===== src/rtl/skinny_sbox_layer_sched_d1_if.sv =====
// rtl/skinny_sbox_layer_sched_d1_if.sv - port bundle between the layer scheduler and the shared masked S-box
// The master side drives S-box inputs, fresh randomness and clock enable; the slave side returns output shares.
interface skinny_sbox_layer_sched_d1_if #(
  parameter int FRESH_W = 8
);
  logic [3:0]         sbox_x_s0;
  logic [3:0]         sbox_x_s1;
  logic [FRESH_W-1:0] sbox_fresh;
  logic               sbox_en;
  logic [3:0]         sbox_y_s0;
  logic [3:0]         sbox_y_s1;

  modport master (
    output sbox_x_s0, sbox_x_s1, sbox_fresh, sbox_en,
    input  sbox_y_s0, sbox_y_s1
  );

  modport slave (
    input  sbox_x_s0, sbox_x_s1, sbox_fresh, sbox_en,
    output sbox_y_s0, sbox_y_s1
  );
endinterface


===== src/rtl/skinny_sbox_layer_sched_d1.sv =====
// rtl/skinny_sbox_layer_sched_d1.sv - issues a 16-nibble masked state through one shared HPC3 S-box and reassembles it
// Optional S-box clock gating on randomness starvation: define SKINNY_SCHED_CLK_GATE_EN.
module skinny_sbox_layer_sched_d1 #(
  parameter int NIBBLES  = 16,
  parameter int SBOX_LAT = 2,
  parameter int FRESH_W  = 8
) (
  input  logic                   clk,
  input  logic                   rst,
  input  logic                   start,
  input  logic [4*NIBBLES-1:0]   state_in_s0,
  input  logic [4*NIBBLES-1:0]   state_in_s1,
  input  logic [FRESH_W-1:0]     fresh_in,
  input  logic                   fresh_valid,
  output logic                   fresh_ready,
  skinny_sbox_layer_sched_d1_if.master sbox,
  output logic                   busy,
  output logic                   done,
  output logic [4*NIBBLES-1:0]   state_out_s0,
  output logic [4*NIBBLES-1:0]   state_out_s1,
  output logic                   rnd_err
);
  localparam int IW = (NIBBLES > 1) ? $clog2(NIBBLES) : 1;
  localparam int TW = (SBOX_LAT > 1) ? SBOX_LAT - 1 : 1;
  localparam int SW = 4 * NIBBLES;

  typedef enum logic [2:0] {S_IDLE, S_LOAD, S_RUN, S_DRAIN, S_DONE} state_e;

  state_e          state_q, state_d;
  logic [SW-1:0]   in_s0_q, in_s0_d, in_s1_q, in_s1_d;
  logic [SW-1:0]   out_s0_q, out_s0_d, out_s1_q, out_s1_d;
  logic [IW-1:0]   idx_q, idx_d;
  logic [TW-1:0]   tag_q, tag_d;
  logic [IW-1:0]   tag_idx_q [TW];
  logic [IW-1:0]   tag_idx_d [TW];
  logic            rnd_err_q, rnd_err_d;
  logic            alive_q, alive_d;

  logic            issue, any_tag, advance, wr_en;
  logic [IW-1:0]   wr_idx;
  logic [3:0]      x_s0, x_s1;

  // tag[0] is the issue strobe itself; only stages 1..SBOX_LAT-1 are registered
  always_comb begin
    any_tag = (SBOX_LAT > 1) && (|tag_q);
    issue   = (state_q == S_RUN) && fresh_valid;
`ifdef SKINNY_SCHED_CLK_GATE_EN
    advance = alive_q && !(any_tag && !fresh_valid);
`else
    advance = alive_q;
`endif
    wr_en   = (SBOX_LAT > 1) ? tag_q[TW-1] : issue;
    wr_idx  = (SBOX_LAT > 1) ? tag_idx_q[TW-1] : idx_q;
  end

  // Each share has its own select path so the two shares never meet in logic
  always_comb begin
    x_s0 = '0;
    for (int i = 0; i < NIBBLES; i++) begin
      if (issue && (idx_q == IW'(i))) x_s0 = in_s0_q[4*i +: 4];
    end
  end

  always_comb begin
    x_s1 = '0;
    for (int i = 0; i < NIBBLES; i++) begin
      if (issue && (idx_q == IW'(i))) x_s1 = in_s1_q[4*i +: 4];
    end
  end

  always_comb begin
    state_d   = state_q;
    in_s0_d   = in_s0_q;
    in_s1_d   = in_s1_q;
    out_s0_d  = out_s0_q;
    out_s1_d  = out_s1_q;
    idx_d     = idx_q;
    tag_d     = tag_q;
    tag_idx_d = tag_idx_q;
    rnd_err_d = rnd_err_q;
    alive_d   = 1'b1;

    case (state_q)
      S_IDLE: begin
        if (start) begin
          state_d = S_LOAD;
          in_s0_d = state_in_s0;
          in_s1_d = state_in_s1;
        end
      end
      S_LOAD: begin
        state_d = S_RUN;
        idx_d   = '0;
      end
      S_RUN: begin
        if (issue) begin
          idx_d = idx_q + 1'b1;
          if (idx_q == IW'(NIBBLES - 1)) state_d = S_DRAIN;
        end
      end
      S_DRAIN: begin
        if (!any_tag) state_d = S_DONE;
      end
      S_DONE:  state_d = S_IDLE;
      default: state_d = S_IDLE;
    endcase

    if (advance) begin
      tag_d[0]     = issue;
      tag_idx_d[0] = idx_q;
      for (int k = 1; k < TW; k++) begin
        tag_d[k]     = tag_q[k-1];
        tag_idx_d[k] = tag_idx_q[k-1];
      end
    end
    if (state_q == S_LOAD) tag_d = '0;

    for (int i = 0; i < NIBBLES; i++) begin
      if (wr_en && (wr_idx == IW'(i))) begin
        out_s0_d[4*i +: 4] = sbox.sbox_y_s0;
        out_s1_d[4*i +: 4] = sbox.sbox_y_s1;
      end
    end

`ifndef SKINNY_SCHED_CLK_GATE_EN
    if (any_tag && !fresh_valid) rnd_err_d = 1'b1;
`endif
  end

  always_ff @(posedge clk or negedge rst) begin
    if (!rst) begin
      state_q   <= S_IDLE;
      in_s0_q   <= '0;
      in_s1_q   <= '0;
      out_s0_q  <= '0;
      out_s1_q  <= '0;
      idx_q     <= '0;
      tag_q     <= '0;
      tag_idx_q <= '{default: '0};
      rnd_err_q <= 1'b0;
      alive_q   <= 1'b0;
    end else begin
      state_q   <= state_d;
      in_s0_q   <= in_s0_d;
      in_s1_q   <= in_s1_d;
      out_s0_q  <= out_s0_d;
      out_s1_q  <= out_s1_d;
      idx_q     <= idx_d;
      tag_q     <= tag_d;
      tag_idx_q <= tag_idx_d;
      rnd_err_q <= rnd_err_d;
      alive_q   <= alive_d;
    end
  end

  assign fresh_ready     = fresh_valid && (issue || any_tag);
  assign sbox.sbox_fresh = fresh_ready ? fresh_in : '0;
  assign sbox.sbox_x_s0  = x_s0;
  assign sbox.sbox_x_s1  = x_s1;
  assign sbox.sbox_en    = advance;
  assign busy            = (state_q == S_LOAD) || (state_q == S_RUN) || (state_q == S_DRAIN);
  assign done            = (state_q == S_DONE);
  assign state_out_s0    = out_s0_q;
  assign state_out_s1    = out_s1_q;
  assign rnd_err         = rnd_err_q;
endmodule


===== src/flat_wrapper.sv =====
// flat-port wrapper written by rule: the top's interface ports become plain ports
module skinny_sbox_layer_sched_d1_flat 
#(
  parameter int NIBBLES  = 16,
  parameter int SBOX_LAT = 2,
  parameter int FRESH_W  = 8
)
  (clk, rst, start, state_in_s0, state_in_s1, fresh_in, fresh_valid, fresh_ready, busy, done, state_out_s0, state_out_s1, rnd_err, sbox_sbox_x_s0, sbox_sbox_x_s1, sbox_sbox_fresh, sbox_sbox_en, sbox_sbox_y_s0, sbox_sbox_y_s1);
  skinny_sbox_layer_sched_d1_if #(.FRESH_W(FRESH_W)) sbox_i ();
  input  logic clk;
  input  logic rst;
  input  logic start;
  input  logic [4*NIBBLES-1:0] state_in_s0;
  input  logic [4*NIBBLES-1:0] state_in_s1;
  input  logic [FRESH_W-1:0] fresh_in;
  input  logic fresh_valid;
  output logic fresh_ready;
  output logic busy;
  output logic done;
  output logic [4*NIBBLES-1:0] state_out_s0;
  output logic [4*NIBBLES-1:0] state_out_s1;
  output logic rnd_err;
  output wire logic [$bits(sbox_i.sbox_x_s0)-1:0] sbox_sbox_x_s0;
  output wire logic [$bits(sbox_i.sbox_x_s1)-1:0] sbox_sbox_x_s1;
  output wire logic [$bits(sbox_i.sbox_fresh)-1:0] sbox_sbox_fresh;
  output wire logic [$bits(sbox_i.sbox_en)-1:0] sbox_sbox_en;
  input wire logic [$bits(sbox_i.sbox_y_s0)-1:0] sbox_sbox_y_s0;
  input wire logic [$bits(sbox_i.sbox_y_s1)-1:0] sbox_sbox_y_s1;
  assign sbox_sbox_x_s0 = sbox_i.sbox_x_s0;
  assign sbox_sbox_x_s1 = sbox_i.sbox_x_s1;
  assign sbox_sbox_fresh = sbox_i.sbox_fresh;
  assign sbox_sbox_en = sbox_i.sbox_en;
  assign sbox_i.sbox_y_s0 = sbox_sbox_y_s0;
  assign sbox_i.sbox_y_s1 = sbox_sbox_y_s1;
  skinny_sbox_layer_sched_d1 #(.NIBBLES(NIBBLES), .SBOX_LAT(SBOX_LAT), .FRESH_W(FRESH_W)) u_core (.clk(clk), .rst(rst), .start(start), .state_in_s0(state_in_s0), .state_in_s1(state_in_s1), .fresh_in(fresh_in), .fresh_valid(fresh_valid), .fresh_ready(fresh_ready), .sbox(sbox_i), .busy(busy), .done(done), .state_out_s0(state_out_s0), .state_out_s1(state_out_s1), .rnd_err(rnd_err));
endmodule

===== config.mk =====
export PLATFORM = sky130hd
export DESIGN_NAME = skinny_sbox_layer_sched_d1_flat
export DESIGN_NICKNAME = d
export VERILOG_FILES = /design/src/rtl/skinny_sbox_layer_sched_d1_if.sv /design/src/rtl/skinny_sbox_layer_sched_d1.sv /design/src/flat_wrapper.sv
export SDC_FILE = /design/constraint.sdc
export NUM_CORES = 1
export LEC_CHECK = 0
export ABC_AREA = 1
export BUFFER_PORTS_ARGS = -buffer_cell sky130_fd_sc_hd__buf_2
export CAP_MARGIN = 20
export CORE_MARGIN = 3
export CORE_UTILIZATION = 40
export CTS_CLUSTER_DIAMETER = 30
export DETAILED_ROUTE_END_ITERATION = 8
export GPL_TIMING_DRIVEN = 1
export PLACE_DENSITY = 0.65
export SLEW_MARGIN = 15
export SYNTH_ARGS = -nofsm -noshare
export SYNTH_HDL_FRONTEND = slang
export SYNTH_SLANG_ARGS = --single-unit

===== constraint.sdc =====
create_clock -name clk -period 4.25 [get_ports clk]
set_input_delay 0.6375 -clock clk [delete_from_list [all_inputs] [get_ports clk]]
set_output_delay 0.6375 -clock clk [all_outputs]
set_load 0.05 [all_outputs]

==> results <==
- The run finished with clean final reports.
- Once placement completed, the tool counted placed cells totaling roughly 1800.
- The maximum clock rate is 255 MHz.
- The floorplan step set the die width to 176 um.
- The element type at the critical path end is an output pin.
- The worst reg2reg path endpoint is u_core.in_s1_q[1].
- Input and output buffers added on the ports amount to 296.
- The clock tree synthesis step divided the H-tree into 2 levels.
- The biggest area contributor in the post-synthesis netlist is sky130_fd_sc_hd__dfrtp_1.
- Sequential cells were found to cover roughly three fifths of the synthesized design area.
- The cell area after synthesis is 0.0115 mm2.
- Buffers added to address setup during post-CTS repair amount to 0.
- For this design the ratio of total power to cell area is approximately 770 mW/mm2.
- The number of warnings reported in the yosys synthesis log is 0.
- The floorplan die area is 0.0309 mm2.
- Counting every instance in the synthesized netlist gives 1172.
- The number of different library cells in the post-synthesis netlist is 33.
- The area of combinational cells with multiple inputs is 0.00433 mm2.
- The number of hold buffers added after cts is 0.
- The final setup skew is roughly 0.013 ns.
- The static leakage is 7.54 nW.
- The number of antenna violations at the first check in global routing came to 1.
- The number of buffers created by CTS is 58.
- Registers take 0.00676 mm2.
- The count of pins over their slew limit is 0.
- By startpoint and endpoint, the worst setup path is classified as flip-flop to output pin.
- The number of endpoints with negative hold slack in the final report is 0.
- Setup repair after global routing left no endpoint under its margin.
- The clock-pin transition on the worst setup and hold timing paths is 0.05 ns.
- The worst slack at placement is approximately 0.8 ns.
- The global placer's final weighted congestion is 0.844.
- The clock passes through at most 3 buffers.
- After detailed routing, the average wire length per cell comes to 17.1 um.
- Clock latency on the worst-skew pair, taken at its later pin, is 0.55 ns.
- Dividing the final minimum period by the clock period gives roughly 92%.
- The number of global-route vias before repair is 9404.
- Of all nets on the critical path, the largest fanout is 10.
- Dividing the detail-routed via count by the number of cells gives 4.90.
- Data on the critical path arrives at its endpoint at around 3.3 ns.
- The startpoint class of the critical path is a flip-flop.
- The average instance area after synthesis is 9.83 um2.
- The total number of vias is between 9000 and 10000.
- Across the VDD grid, the largest voltage drop is around 380 uV.
- The worst-case hold slack is approximately 0.15 ns.
- After the last flow step, the layout net total stands at 1641.
- The count of routing violations after the opening detailed-route iteration is about 580.
- The worst flop-to-flop path startpoint is u_core.state_q[1].
- The first global-routing pass estimated 50900 um of wire.
- The post-route netlist has a little over a third of its cells at a drive strength greater than 1.
- After global routing the overflow that remains totals 0.
- For this run, the number of standard cells in the final layout without fillers is 1912.
- The layout filler cell count is 2591.
- The post-route DRC violation count is 0.
- The area inside the core boundary is 0.0281 mm2.
- The repair_antennas step left the layout with diodes totalling 0.
- The placed wire-length estimate after detailed placement is 23000 um.
- After routing, the total negative slack on setup checks comes to 0 ns.
- The worst pin sits at a relative slew slack of 38.5%.
- The die boundary height is around 180 um.
- Global routing consumed, over all layers together, 20.6% of the routing resources.
- The pre-antenna-repair detailed-routing pass consisted of 5 iterations.
- The share of the synthesized area in the top cell type is between 50 and 60%.
- In the post-synthesis netlist, the biggest area contributors are sky130_fd_sc_hd__dfrtp_1, sky130_fd_sc_hd__mux2_2, sky130_fd_sc_hd__nand2_1.
- The total of endpoints with negative setup slack in the final report is 0.
- Measured in cells, the most critical reg-to-reg path has a length of 4.
- From synthesis to final layout, the design area changed by 34.3%.
- At the pin with the least slew margin, the transition time is 0.923 ns.
- The cell at the root of the clock tree is sky130_fd_sc_hd__clkbuf_16.
- In this run the remaining antenna-violating nets after routing total 0.
- Post-CTS repair changed the size of 0 cells.
- The number of placement rows is 61.
- When the netlist entered floorplanning its net count stood at 1324.
- The worst-case setup margin in the final layout is 0.333 ns.
- For flop-to-flop paths, the worst setup slack is between 2 and 2.5 ns.
- The number of top-level pins is 297.
- The synthesized design contains 270 register bits.
- The starting utilization of the core area is 41.0%.
- For this design, the sink count on the clock tree is 270.
- After detailed placement, the total cell area comes to 0.0134 mm2.
- At the worst endpoint, the required time is 3.61 ns.
- The total length of routed wires is 32700 um.
- Across the run, the number of max-cap violations was 0.
- The TritonCTS clock tree is yes.
- The shortest period the worst path allows is 3.92 ns.
- The pin count of the biggest net entering global routing is about 120.
- The type of the most critical hold path is input port to asynchronous set/reset pin.
- Once layout is done, the placed cells without fillers occupy 0.0155 mm2.
==> worst max-delay path, stage by stage (launching register included) <==
cell,delay [ns]
sky130_fd_sc_hd__dfrtp_1,0.44
sky130_fd_sc_hd__nor2_4,0.25
sky130_fd_sc_hd__nand3_4,0.25
sky130_fd_sc_hd__nor3_4,0.31
sky130_fd_sc_hd__nand2_1,0.09
sky130_fd_sc_hd__nand2_1,0.09
sky130_fd_sc_hd__nand2_1,0.06
sky130_fd_sc_hd__nand2_1,0.07
sky130_fd_sc_hd__nand2_1,0.06
sky130_fd_sc_hd__nand3_1,0.06
sky130_fd_sc_hd__nand2_1,0.08
sky130_fd_sc_hd__nand2_1,0.07
sky130_fd_sc_hd__nand2_1,0.05
sky130_fd_sc_hd__nand2_1,0.06
sky130_fd_sc_hd__nand3_1,0.10
sky130_fd_sc_hd__nand2_1,0.09
sky130_fd_sc_hd__nand2_1,0.05
sky130_fd_sc_hd__nand3_1,0.07
sky130_fd_sc_hd__nand2_1,0.05
sky130_fd_sc_hd__nand2_1,0.06
sky130_fd_sc_hd__nand2_1,0.06
sky130_fd_sc_hd__nand2_1,0.05
sky130_fd_sc_hd__buf_2,0.25
==> report_power, final <==
group          internal [mW]  leakage (nW)  switching (mW)
logic                   1.09          3.68            2.18
clock network           3.17         0.974            1.42
registers               3.47          2.89           0.531
total                   7.73          7.54            4.13
==> through the flow <==
stage / utilization (%) / total power, mW
after floorplan: - / 6.32
after global placement: 47.8 / 7.22
after detailed placement: 47.8 / 7.32
after CTS: 55.1 / 12.0
after global routing: 55.1 / 12.4
final: 55.1 / 11.9
==> placed cells by master, fill, tap and decap left out, types with 2 or more instances in the layout <==
cell                         synthesis  layout
sky130_fd_sc_hd__a21oi_1            86      86
sky130_fd_sc_hd__buf_12              0       3
sky130_fd_sc_hd__buf_2               3     295
sky130_fd_sc_hd__buf_4               1       8
sky130_fd_sc_hd__bufinv_16           0       8
sky130_fd_sc_hd__clkbuf_1           43       3
sky130_fd_sc_hd__clkbuf_16           0      59
sky130_fd_sc_hd__clkbuf_8            0      10
sky130_fd_sc_hd__clkinv_2            0       8
sky130_fd_sc_hd__clkinv_4            0       3
sky130_fd_sc_hd__clkinvlp_4          0      11
sky130_fd_sc_hd__dfrtp_1           270     270
sky130_fd_sc_hd__ha_1                4       4
sky130_fd_sc_hd__inv_1              64      64
sky130_fd_sc_hd__inv_2               5       5
sky130_fd_sc_hd__inv_6               0       3
sky130_fd_sc_hd__mux2_2            108     108
sky130_fd_sc_hd__nand2_1           283     283
sky130_fd_sc_hd__nand2_4             2       2
sky130_fd_sc_hd__nand3_1            35      34
sky130_fd_sc_hd__nand3_4             1       2
sky130_fd_sc_hd__nand4_1             2       2
sky130_fd_sc_hd__nor2_1             92      92
sky130_fd_sc_hd__nor2_2              4       4
sky130_fd_sc_hd__nor2_4              3       3
sky130_fd_sc_hd__nor2_8              3       3
sky130_fd_sc_hd__nor3_1             10      10
sky130_fd_sc_hd__nor3_4              2       2
sky130_fd_sc_hd__o21a_1              2       2
sky130_fd_sc_hd__o21ai_0           120     120
sky130_fd_sc_hd__o21ai_1             3       3
sky130_fd_sc_hd__or2_0               6       6
sky130_fd_sc_hd__or2_1               2       2
sky130_fd_sc_hd__or2_2               8       8
==> sequential cells by signal, indices dropped and copies added, names as in the netlist <==
register,count
u_core.in_s1_q,64
u_core.state_q,3
u_core.in_s0_q,64
u_core.tag_idx_q,4
u_core.rnd_err,1
u_core.sbox.sbox_en,1
u_core.idx_q,4
u_core.state_out_s1,64
u_core.state_out_s0,64
u_core.any_tag,1
==> logic make-up (layout without fill, tap and decap cells) <==
kind of cell	after synthesis	after routing	share of synthesized area [%]
flops	270	270	58.6
simple gates	458	458	17.1
compound gates	212	212	9.27
buf+inv	119	481	3.94
other cells	1	1	0.0325
fa+ha+maj	4	4	0.434
mux	108	108	10.6
==> how the worst max path moves through the flow <==
| stage | start | to | slack (ns) | cells past startpoint |
|---|---|---|---|---|
| final | u_core.state_q[2] | sbox_sbox_x_s0[1] | 0.33 | 22 |
| after global routing | u_core.state_q[2] | sbox_sbox_x_s0[3] | 0.007 | 22 |
| after CTS | u_core.state_q[2] | sbox_sbox_x_s0[1] | 0.33 | 22 |
| after detailed placement | fresh_valid | sbox_sbox_x_s1[3] | 0.79 | 22 |
| after global placement | fresh_valid | sbox_sbox_x_s0[0] | 0.82 | 21 |
| after floorplan | fresh_valid | sbox_sbox_fresh[0] | 1.06 | 4 |
==> metal layers <==
metal / wire [um] / part of all wire (%) / global-route usage (%) / up-vias
met2: 15200 / 47 / 32.9 / 295
met3: 1840 / 5.6 / 3.70 / 73
met5: 13 / 0.040 / 0 / -
met4: 1100 / 3.4 / 7.59 / 2
li1: - / - / - / 4499
met1: 14500 / 44 / 28.2 / 4501
==> synthesized netlist by cell type <==
library cell and count:
sky130_fd_sc_hd__nor3b_1 1, sky130_fd_sc_hd__nand3_4 1, sky130_fd_sc_hd__nor2_2 4, sky130_fd_sc_hd__nor4_1 2
sky130_fd_sc_hd__nand2_1 283, sky130_fd_sc_hd__o21bai_1 1, sky130_fd_sc_hd__nand2_4 2, sky130_fd_sc_hd__conb_1 1
sky130_fd_sc_hd__nand4_1 2, sky130_fd_sc_hd__a21oi_1 86, sky130_fd_sc_hd__nor3_2 1, sky130_fd_sc_hd__o21a_1 2
sky130_fd_sc_hd__o21ai_0 120, sky130_fd_sc_hd__nor2_1 92, sky130_fd_sc_hd__nand2_2 1, sky130_fd_sc_hd__or2_1 2
sky130_fd_sc_hd__o21ai_1 3, sky130_fd_sc_hd__buf_2 3, sky130_fd_sc_hd__mux2_2 108, sky130_fd_sc_hd__or2_2 8
sky130_fd_sc_hd__or2_0 6, sky130_fd_sc_hd__ha_1 4, sky130_fd_sc_hd__buf_4 1, sky130_fd_sc_hd__dfrtp_1 270
sky130_fd_sc_hd__nor2_8 3, sky130_fd_sc_hd__nor3_1 10, sky130_fd_sc_hd__inv_2 5, sky130_fd_sc_hd__nor2_4 3
sky130_fd_sc_hd__nor3_4 2, sky130_fd_sc_hd__nand3_1 35, sky130_fd_sc_hd__clkbuf_1 43, sky130_fd_sc_hd__inv_1 64
sky130_fd_sc_hd__buf_1 3
==> cell type report <==
| class | instances | area share, % |
|---|---|---|
| clock inverters | 33 | 2.68 |
| repair buffers | 307 | 10.4 |
| multi-input cells | 783 | 28.0 |
| flip-flops and latches | 270 | 43.7 |
| well taps | 378 | 3.06 |
| clock buffers | 72 | 10.5 |
| inverters | 69 | 1.67 |
Power figures use the tool's default switching activity.
